### src/rtl/acq_frame_sequencer_if.sv
// Signal bundle between the acquisition frame sequencer (master) and the audio/FFT/display datapath (slave).
`timescale 1ns/1ps
interface acq_frame_sequencer_if;
    logic        freeze;
    logic        clr_status;
    logic        sample_valid;
    logic        fft_done;
    logic        start_acq;
    logic        time_en;
    logic        time_we;
    logic [9:0]  time_addr;
    logic        fft_start;
    logic        buf_sel;
    logic        frame_ready;
    logic [15:0] frame_cnt;
    logic        overrun;
    logic        wdog_err;

    modport master (
        input  freeze, clr_status, sample_valid, fft_done,
        output start_acq, time_en, time_we, time_addr, fft_start, buf_sel,
               frame_ready, frame_cnt, overrun, wdog_err
    );

    modport slave (
        output freeze, clr_status, sample_valid, fft_done,
        input  start_acq, time_en, time_we, time_addr, fft_start, buf_sel,
               frame_ready, frame_cnt, overrun, wdog_err
    );
endinterface

### src/rtl/acq_frame_sequencer.sv
// Frame sequencer: acquisition tick, capture -> FFT -> ping-pong publish, overrun and freeze handling.
// Optional stall watchdog is compiled in with `define WATCHDOG_EN.
`timescale 1ns/1ps
module acq_frame_sequencer #(
    parameter int CLK_HZ    = 25_000_000,
    parameter int FRAME_HZ  = 10,
    parameter int FRAME_LEN = 1024,
    parameter int WDOG_CYC  = 4_000_000
) (
    input logic                   clk,
    input logic                   reset_n,
    acq_frame_sequencer_if.master bus
);
    localparam int PERIOD = CLK_HZ / FRAME_HZ;
    localparam int PRE_W  = (PERIOD > 1) ? $clog2(PERIOD) : 1;
    localparam logic [PRE_W-1:0] PRE_LAST  = PRE_W'(PERIOD - 1);
    localparam logic [9:0]       ADDR_LAST = 10'(FRAME_LEN - 1);

    if (FRAME_LEN < 1 || FRAME_LEN > 1024 || (FRAME_LEN & (FRAME_LEN - 1)) != 0 || WDOG_CYC < 1)
    begin : g_param_check
        $error("acq_frame_sequencer: FRAME_LEN must be a power of 2 <= 1024 and WDOG_CYC >= 1");
    end

    typedef enum logic [1:0] {IDLE, CAPTURE, TRANSFORM, PUBLISH} state_t;

    state_t           state;
    logic [PRE_W-1:0] pre_cnt;
    logic             tick;
    logic             wdog_trip;
    logic             start_acq_q;
    logic             time_en_q;
    logic [9:0]       time_addr_q;
    logic             fft_start_q;
    logic             buf_sel_q;
    logic             frame_ready_q;
    logic [15:0]      frame_cnt_q;
    logic             overrun_q;

    assign tick = (pre_cnt == PRE_LAST);

    always_ff @(posedge clk or negedge reset_n) begin
        if (!reset_n) begin
            pre_cnt <= '0;
        end else if (tick) begin
            pre_cnt <= '0;
        end else begin
            pre_cnt <= pre_cnt + PRE_W'(1);
        end
    end

`ifdef WATCHDOG_EN
    localparam int WD_W = $clog2(WDOG_CYC + 1);
    localparam logic [WD_W-1:0] WD_LIMIT = WD_W'(WDOG_CYC);

    logic [WD_W-1:0] wdog_cnt;
    logic            wdog_err_q;
    logic            progress;

    // Progress = a sample landing in CAPTURE or the FFT finishing; IDLE/PUBLISH never stall.
    assign progress  = (state == IDLE) || (state == PUBLISH) ||
                       (state == CAPTURE && bus.sample_valid) ||
                       (state == TRANSFORM && bus.fft_done);
    assign wdog_trip = !progress && ((wdog_cnt + WD_W'(1)) == WD_LIMIT);

    always_ff @(posedge clk or negedge reset_n) begin
        if (!reset_n) begin
            wdog_cnt   <= '0;
            wdog_err_q <= 1'b0;
        end else begin
            if (progress || wdog_trip) begin
                wdog_cnt <= '0;
            end else begin
                wdog_cnt <= wdog_cnt + WD_W'(1);
            end
            if (wdog_trip) begin
                wdog_err_q <= 1'b1;
            end else if (bus.clr_status) begin
                wdog_err_q <= 1'b0;
            end
        end
    end

    assign bus.wdog_err = wdog_err_q;
`else
    assign wdog_trip    = 1'b0;
    assign bus.wdog_err = 1'b0;
`endif

    always_ff @(posedge clk or negedge reset_n) begin
        if (!reset_n) begin
            state         <= IDLE;
            start_acq_q   <= 1'b0;
            time_en_q     <= 1'b0;
            time_addr_q   <= '0;
            fft_start_q   <= 1'b0;
            buf_sel_q     <= 1'b0;
            frame_ready_q <= 1'b0;
            frame_cnt_q   <= '0;
            overrun_q     <= 1'b0;
        end else begin
            start_acq_q   <= 1'b0;
            fft_start_q   <= 1'b0;
            frame_ready_q <= 1'b0;

            // A tick while busy is dropped; setting overrun beats a simultaneous clear.
            if (tick && state != IDLE) begin
                overrun_q <= 1'b1;
            end else if (bus.clr_status) begin
                overrun_q <= 1'b0;
            end

            if (wdog_trip) begin
                state     <= IDLE;
                time_en_q <= 1'b0;
            end else begin
                case (state)
                    IDLE: begin
                        if (tick && !bus.freeze) begin
                            state       <= CAPTURE;
                            time_addr_q <= '0;
                            time_en_q   <= 1'b1;
                            start_acq_q <= 1'b1;
                        end
                    end
                    CAPTURE: begin
                        if (bus.sample_valid) begin
                            if (time_addr_q == ADDR_LAST) begin
                                state       <= TRANSFORM;
                                time_addr_q <= '0;
                                time_en_q   <= 1'b0;
                                fft_start_q <= 1'b1;
                            end else begin
                                time_addr_q <= time_addr_q + 10'd1;
                            end
                        end
                    end
                    TRANSFORM: begin
                        if (bus.fft_done) begin
                            state         <= PUBLISH;
                            buf_sel_q     <= ~buf_sel_q;
                            frame_cnt_q   <= frame_cnt_q + 16'd1;
                            frame_ready_q <= 1'b1;
                        end
                    end
                    default: begin
                        state <= IDLE;
                    end
                endcase
            end
        end
    end

    assign bus.start_acq   = start_acq_q;
    assign bus.time_en     = time_en_q;
    assign bus.time_we     = bus.sample_valid & time_en_q;
    assign bus.time_addr   = time_addr_q;
    assign bus.fft_start   = fft_start_q;
    assign bus.buf_sel     = buf_sel_q;
    assign bus.frame_ready = frame_ready_q;
    assign bus.frame_cnt   = frame_cnt_q;
    assign bus.overrun     = overrun_q;
endmodule
### src/flat_wrapper.sv
// flat-port wrapper written by rule: the top's interface ports become plain ports
module acq_frame_sequencer_flat 
#(
    parameter int CLK_HZ    = 25_000_000,
    parameter int FRAME_HZ  = 10,
    parameter int FRAME_LEN = 1024,
    parameter int WDOG_CYC  = 4_000_000
)
  (clk, reset_n, bus_freeze, bus_clr_status, bus_sample_valid, bus_fft_done, bus_start_acq, bus_time_en, bus_time_we, bus_time_addr, bus_fft_start, bus_buf_sel, bus_frame_ready, bus_frame_cnt, bus_overrun, bus_wdog_err);
  acq_frame_sequencer_if bus_i ();
  input logic clk;
  input logic reset_n;
  input wire logic [$bits(bus_i.freeze)-1:0] bus_freeze;
  input wire logic [$bits(bus_i.clr_status)-1:0] bus_clr_status;
  input wire logic [$bits(bus_i.sample_valid)-1:0] bus_sample_valid;
  input wire logic [$bits(bus_i.fft_done)-1:0] bus_fft_done;
  output wire logic [$bits(bus_i.start_acq)-1:0] bus_start_acq;
  output wire logic [$bits(bus_i.time_en)-1:0] bus_time_en;
  output wire logic [$bits(bus_i.time_we)-1:0] bus_time_we;
  output wire logic [$bits(bus_i.time_addr)-1:0] bus_time_addr;
  output wire logic [$bits(bus_i.fft_start)-1:0] bus_fft_start;
  output wire logic [$bits(bus_i.buf_sel)-1:0] bus_buf_sel;
  output wire logic [$bits(bus_i.frame_ready)-1:0] bus_frame_ready;
  output wire logic [$bits(bus_i.frame_cnt)-1:0] bus_frame_cnt;
  output wire logic [$bits(bus_i.overrun)-1:0] bus_overrun;
  output wire logic [$bits(bus_i.wdog_err)-1:0] bus_wdog_err;
  assign bus_i.freeze = bus_freeze;
  assign bus_i.clr_status = bus_clr_status;
  assign bus_i.sample_valid = bus_sample_valid;
  assign bus_i.fft_done = bus_fft_done;
  assign bus_start_acq = bus_i.start_acq;
  assign bus_time_en = bus_i.time_en;
  assign bus_time_we = bus_i.time_we;
  assign bus_time_addr = bus_i.time_addr;
  assign bus_fft_start = bus_i.fft_start;
  assign bus_buf_sel = bus_i.buf_sel;
  assign bus_frame_ready = bus_i.frame_ready;
  assign bus_frame_cnt = bus_i.frame_cnt;
  assign bus_overrun = bus_i.overrun;
  assign bus_wdog_err = bus_i.wdog_err;
  acq_frame_sequencer #(.CLK_HZ(CLK_HZ), .FRAME_HZ(FRAME_HZ), .FRAME_LEN(FRAME_LEN), .WDOG_CYC(WDOG_CYC)) u_core (.clk(clk), .reset_n(reset_n), .bus(bus_i));
endmodule
### config.mk
export PLATFORM = sky130hd
export DESIGN_NAME = acq_frame_sequencer_flat
export DESIGN_NICKNAME = d
export VERILOG_FILES = /design/src/rtl/acq_frame_sequencer_if.sv /design/src/rtl/acq_frame_sequencer.sv /design/src/flat_wrapper.sv
export SDC_FILE = /design/constraint.sdc
export NUM_CORES = 1
export LEC_CHECK = 0
export BUFFER_PORTS_ARGS = -buffer_cell sky130_fd_sc_hd__buf_2
export CORE_MARGIN = 5
export CORE_UTILIZATION = 50
export CTS_CLUSTER_DIAMETER = 200
export DETAILED_ROUTE_END_ITERATION = 6
export PLACE_DENSITY = 0.69
export SETUP_SLACK_MARGIN = 0.1
export SYNTH_ARGS = -nofsm -noshare
export SYNTH_HDL_FRONTEND = slang
export SYNTH_SLANG_ARGS = --single-unit
### constraint.sdc
create_clock -name clk -period 2.5 [get_ports clk]
set_input_delay 0.375 -clock clk [delete_from_list [all_inputs] [get_ports clk]]
set_output_delay 0.375 -clock clk [all_outputs]
set_load 0.01 [all_outputs]
* Word level (Yosys, flattened, before mapping)
Index checks and enable logic that the tools add are counted.
Operators by class: add/sub/neg operators 3, bitwise logic cells 2, mux-type cells 23, equality and inequality tests 8, reductions and logical operators 11
Operators by type and width (count):
- two-way mux 10 bit | 3
- adder 22 x 1 -> 22 bit, second input constant | 1
- equality test 22 bit, second input constant | 1
- two-way mux 22 bit | 1
- one-hot mux 10 bit (2 select lines) | 1
- adder 16 x 1 -> 16 bit, second input constant | 1
- two-way mux 1 bit | 12
- adder 10 x 1 -> 10 bit, second input constant | 1
- equality test 10 bit, second input constant | 1
- two-way mux 2 bit | 4
- AND reduction 4 bit | 2
- one-hot mux 2 bit (3 select lines) | 1
- nonzero test 2 bit | 3
- != test 2 x 1 -> 1 bit, second input constant | 2
- != test 2 bit, second input constant | 2
- AND reduction 3 bit | 1
- equality test 2 x 1 -> 1 bit, second input constant | 1
- equality test 2 bit, second input constant | 1
- logical AND 1 bit | 2
- zero test 2 bit | 1
- one-hot mux 1 bit (2 select lines) | 1
- AND reduction 2 bit | 1
- bitwise AND 1 bit | 1
- zero test 1 bit | 1
- inverter 1 bit | 1
Word-level totals: output and inout port bits 34, flip-flop bits (word level) 56, input bits 6

* Longest topological paths before layout
word-level depth 4, gate-level depth with buffers 9

* Worst setup path before layout
Ideal clock, no wire load.
path type register -> register, start register u_core.pre_cnt[0], end register u_core.time_addr_q[9], in the netlist u_core.bus.time_addr[9], required time 2.408 ns, library setup time 0.092 ns, clock period less this slack 2.252 ns, arrival 2.160 ns, path slack 0.248 ns, stages on the path, launching flop included 8, buffers on the path 1, path through dfrtp_1 ha_1 or4b_4 nor4_4 a31oi_1 or2_1 buf_6 o31ai_2
Between the ends: longest elaborated chain between the ends 4
RTL lines:
- from (decl) | line acq_frame_sequencer.sv:27 | logic [PRE_W-1:0] pre_cnt;
- from (signal assigned) | line acq_frame_sequencer.sv:47 | pre_cnt <= pre_cnt + PRE_W'(1);
- equality test 22 bit | line acq_frame_sequencer.sv:39 | assign tick = (pre_cnt == PRE_LAST);
- logical AND 1 bit | line acq_frame_sequencer.sv:118 | if (tick && !bus.freeze) begin
- != test 2 x 1 -> 1 bit (no source line)
- AND reduction 3 bit (no source line)
- to (signal assigned) | line acq_frame_sequencer.sv:133 | time_addr_q <= time_addr_q + 10'd1;
- to (decl) | line acq_frame_sequencer.sv:32 | logic [9:0] time_addr_q;
No other way between the ends. A chain may end at the register's enable or synchronous reset.

* Worst setup path after layout
start register u_core.pre_cnt[19], end register u_core.state[1]
Between the ends: longest elaborated chain between the ends 4
RTL lines:
- equality test 22 bit | line acq_frame_sequencer.sv:39
- logical AND 1 bit | line acq_frame_sequencer.sv:118
- != test 2 x 1 -> 1 bit (no source line)
- AND reduction 4 bit (no source line)
- to (signal assigned) | line acq_frame_sequencer.sv:113 | state <= IDLE;
- to (signal assigned) | line acq_frame_sequencer.sv:119 | state <= CAPTURE;
- to (signal assigned) | line acq_frame_sequencer.sv:128 | state <= TRANSFORM;
- to (decl) | line acq_frame_sequencer.sv:26 | state_t state;
No other way between the ends.

==> metrics <==
top-area cell type share of the netlist area=52.0%; Synth cell types=42; Worst Setup End Kind=flop; htree depth=2; CP Cell Sequence=or4_1, nor4_4, a41o_1, o2111ai_1, mux2_1; area of the multi-input gates=1220 um^2; Reg area=1400 um^2; drt pass-1 iters=4; Remaining Overflow, GRT=0; Layout Area Growth over Synthesis=14.2%; Pwr Density=466 nW/um^2; Post-Synthesis Cells=263; nets=320; Antenna Violating Nets Remaining=0; sequential area share after synthesis=between 50% and 60%; Clk Latency, worst-skew pair=around 310 ps; CP Class=flop to flop; setup violators final=0; max-slew violations=0; Final min period=about 2300 ps; Syn Nets=275; number of global-route vias before repair=about 2.0k; most frequent cells in the layout=dfrtp_1, buf_2, nand2_1; cell taking the most area after synthesis=dfrtp_1; initial antenna violation count=0; top_reg_cell synth=dfrtp_1; CTS Root Cell=clkbuf_8; largest cells by area after synthesis=dfrtp_1, xnor2_1, nand2_1; clk_skew=~16 ps; Max Cap Viol=0; RSZ-0062 raised after global routing=false; WL final=roughly 5300 um; Die Ht=roughly 83 um; DR vias/cell=5.39; critical path required time=2700 ps; CTS tree=done; CTS Sinks=56; Hold Vio Cnt, Final=0; Pwr Total=1.43 mW; Initial Utilization=52.1%; top sig layer=met4; postcts setup bufs=0; Pleak=1.49 nW; total length of routed met2 wires=2630 um; area of the core=5170 um^2; dpl hpwl=4030 um; largest net degree at the start of global routing=23; number of synthesized flops with an enable pin=0; Syn Std Cell Area=2700 um^2; arrival time worst endpoint=2480 ps; critical path's largest stage delay=~600 ps; Core Rows=26; IO buf count=38; synthesized area per cell=10.3 um^2; critical path launch point type=flop; YS warnings=0; Max Fclk=439 MHz; CTS max path bufs=2; period utilization=~91%; fillers=466; diode count=0; clock slew at reported path FFs=about 110 ps; hold_ws=357 ps; die area=6960 um^2; global-route wire length before repair=around 9300 um; layout cells sized above 1=19.4%; met3 routed WL=between 200 and 250 um; CTS buffer count=5; initial DRC count=88; Max IR drop VDD=a little under 0.3 mV; DRC violations left=0; status=finished, final reports clean; total I/O pin count=40; met1 WL=2420 um; Die Wd=between 80 and 90 um; most common cell after layout, fill and taps aside=dfrtp_1; CP max FO=5; Hold Crit Class=input port to flop; Via Count=2,042; Yosys reg bits=56; routed len/inst=between 10 and 15 um; Post-synth ARST share=between 90% and 100%; Total GRT Usage=16.0%; total negative slack=0 ps; Worst path slowest cell=or4_1; Placer Congestion=0.838
power by group:
part	switching [mW]	internal (mW)	leakage [nW]
clock network	0.302	0.200	0.0445
logic	0.0210	0.00636	0.686
registers	0	0.905	0.763
worst paths after layout:
| kind | start | to | slack [ps] | cells after the start |
|---|---|---|---|---|
| max | u_core.pre_cnt[19] | u_core.state[1] | 220 | 5 |
| min in group asynchronous | reset_n | u_core.bus.time_addr[5] | 510 | 2 |
| min reg2reg | u_core.pre_cnt[4] | u_core.pre_cnt[4] | 480 | 1 |
| max reg2reg | u_core.pre_cnt[19] | u_core.state[1] | 220 | 5 |
| max in group asynchronous | reset_n | u_core.pre_cnt[1] | 1360 | 3 |
| min | bus_clr_status | u_core.bus.overrun | 360 | 3 |
cells in the mapped netlist (all sizes together) (3+ instances only):
| cell type | number |
|---|---|
| clkbuf | 3 |
| buf | 3 |
| and3 | 10 |
| xor2 | 11 |
| o31ai | 4 |
| o21ai | 13 |
| nand2 | 26 |
| dfrtp | 56 |
| ha | 6 |
| nor3 | 6 |
| xnor2 | 24 |
| nand4 | 11 |
| a21oi | 6 |
| nor2 | 24 |
| nand3 | 18 |
| inv | 12 |
| and4 | 3 |
stage by stage:
step                      utilization [%]  instances  instance area [um^2]  setup slack, ps
after floorplan                         -        263                  2700              248
after global placement               57.5        370                  2980              261
after detailed placement             57.5        370                  2980              163
after CTS                            59.5        379                  3080              154
after global routing                 59.5        379                  3080              132
final                                59.5        379                  3080              220
timing repair:
item	in CTS	in global routing
endpoints found under the hold margin	17	0
hold buffers	1	0
setup endpoints to repair	0	5
gates resized for setup	0	1
flip-flops by register name, indices dropped and copies added (netlist names):
register	cells
u_core.bus.time_addr	10
u_core.bus.fft_start	1
u_core.bus.time_en	1
u_core.bus.frame_cnt	16
u_core.pre_cnt	22
u_core.bus.buf_sel	1
u_core.bus.overrun	1
u_core.state	2
u_core.bus.start_acq	1
u_core.bus.frame_ready	1
worst max-delay path: cells and delay by family, from the launching register on:
kind            cells  cell delay (ps)
simple gates        2             1010
flops               1              420
compound gates      2              410
mux                 1              350
layout make-up:
cell class              instances  area share [%]
flip-flops and latches         56            45.5
multi-input cells             189            39.5
repair buffers                 44            7.72
well taps                      70            2.84
clock buffers                   5            2.23
inverters                      12            1.46
clock inverters                 3           0.691
per-layer routing:
layer | vias to the layer above | global-route usage [%]
met2 | 41 | 26.4
li1 | 999 | -
met4 | 0 | 4.39
met3 | 7 | 2.97
met1 | 995 | 21.7
met5 | - | 0
cell families (layout without fill, tap and decap cells):
kind of cell | after synthesis | after routing | synth area share [%]
mux | 3 | 3 | 1.21
xor+xnor | 35 | 35 | 11.4
flops | 56 | 56 | 52.0
fa+ha+maj | 6 | 6 | 2.78
simple gates | 113 | 113 | 21.8
other cells | 1 | 1 | 0.139
compound gates | 31 | 31 | 7.80
buf+inv | 18 | 64 | 2.97
(Power assumes the default switching activity.)
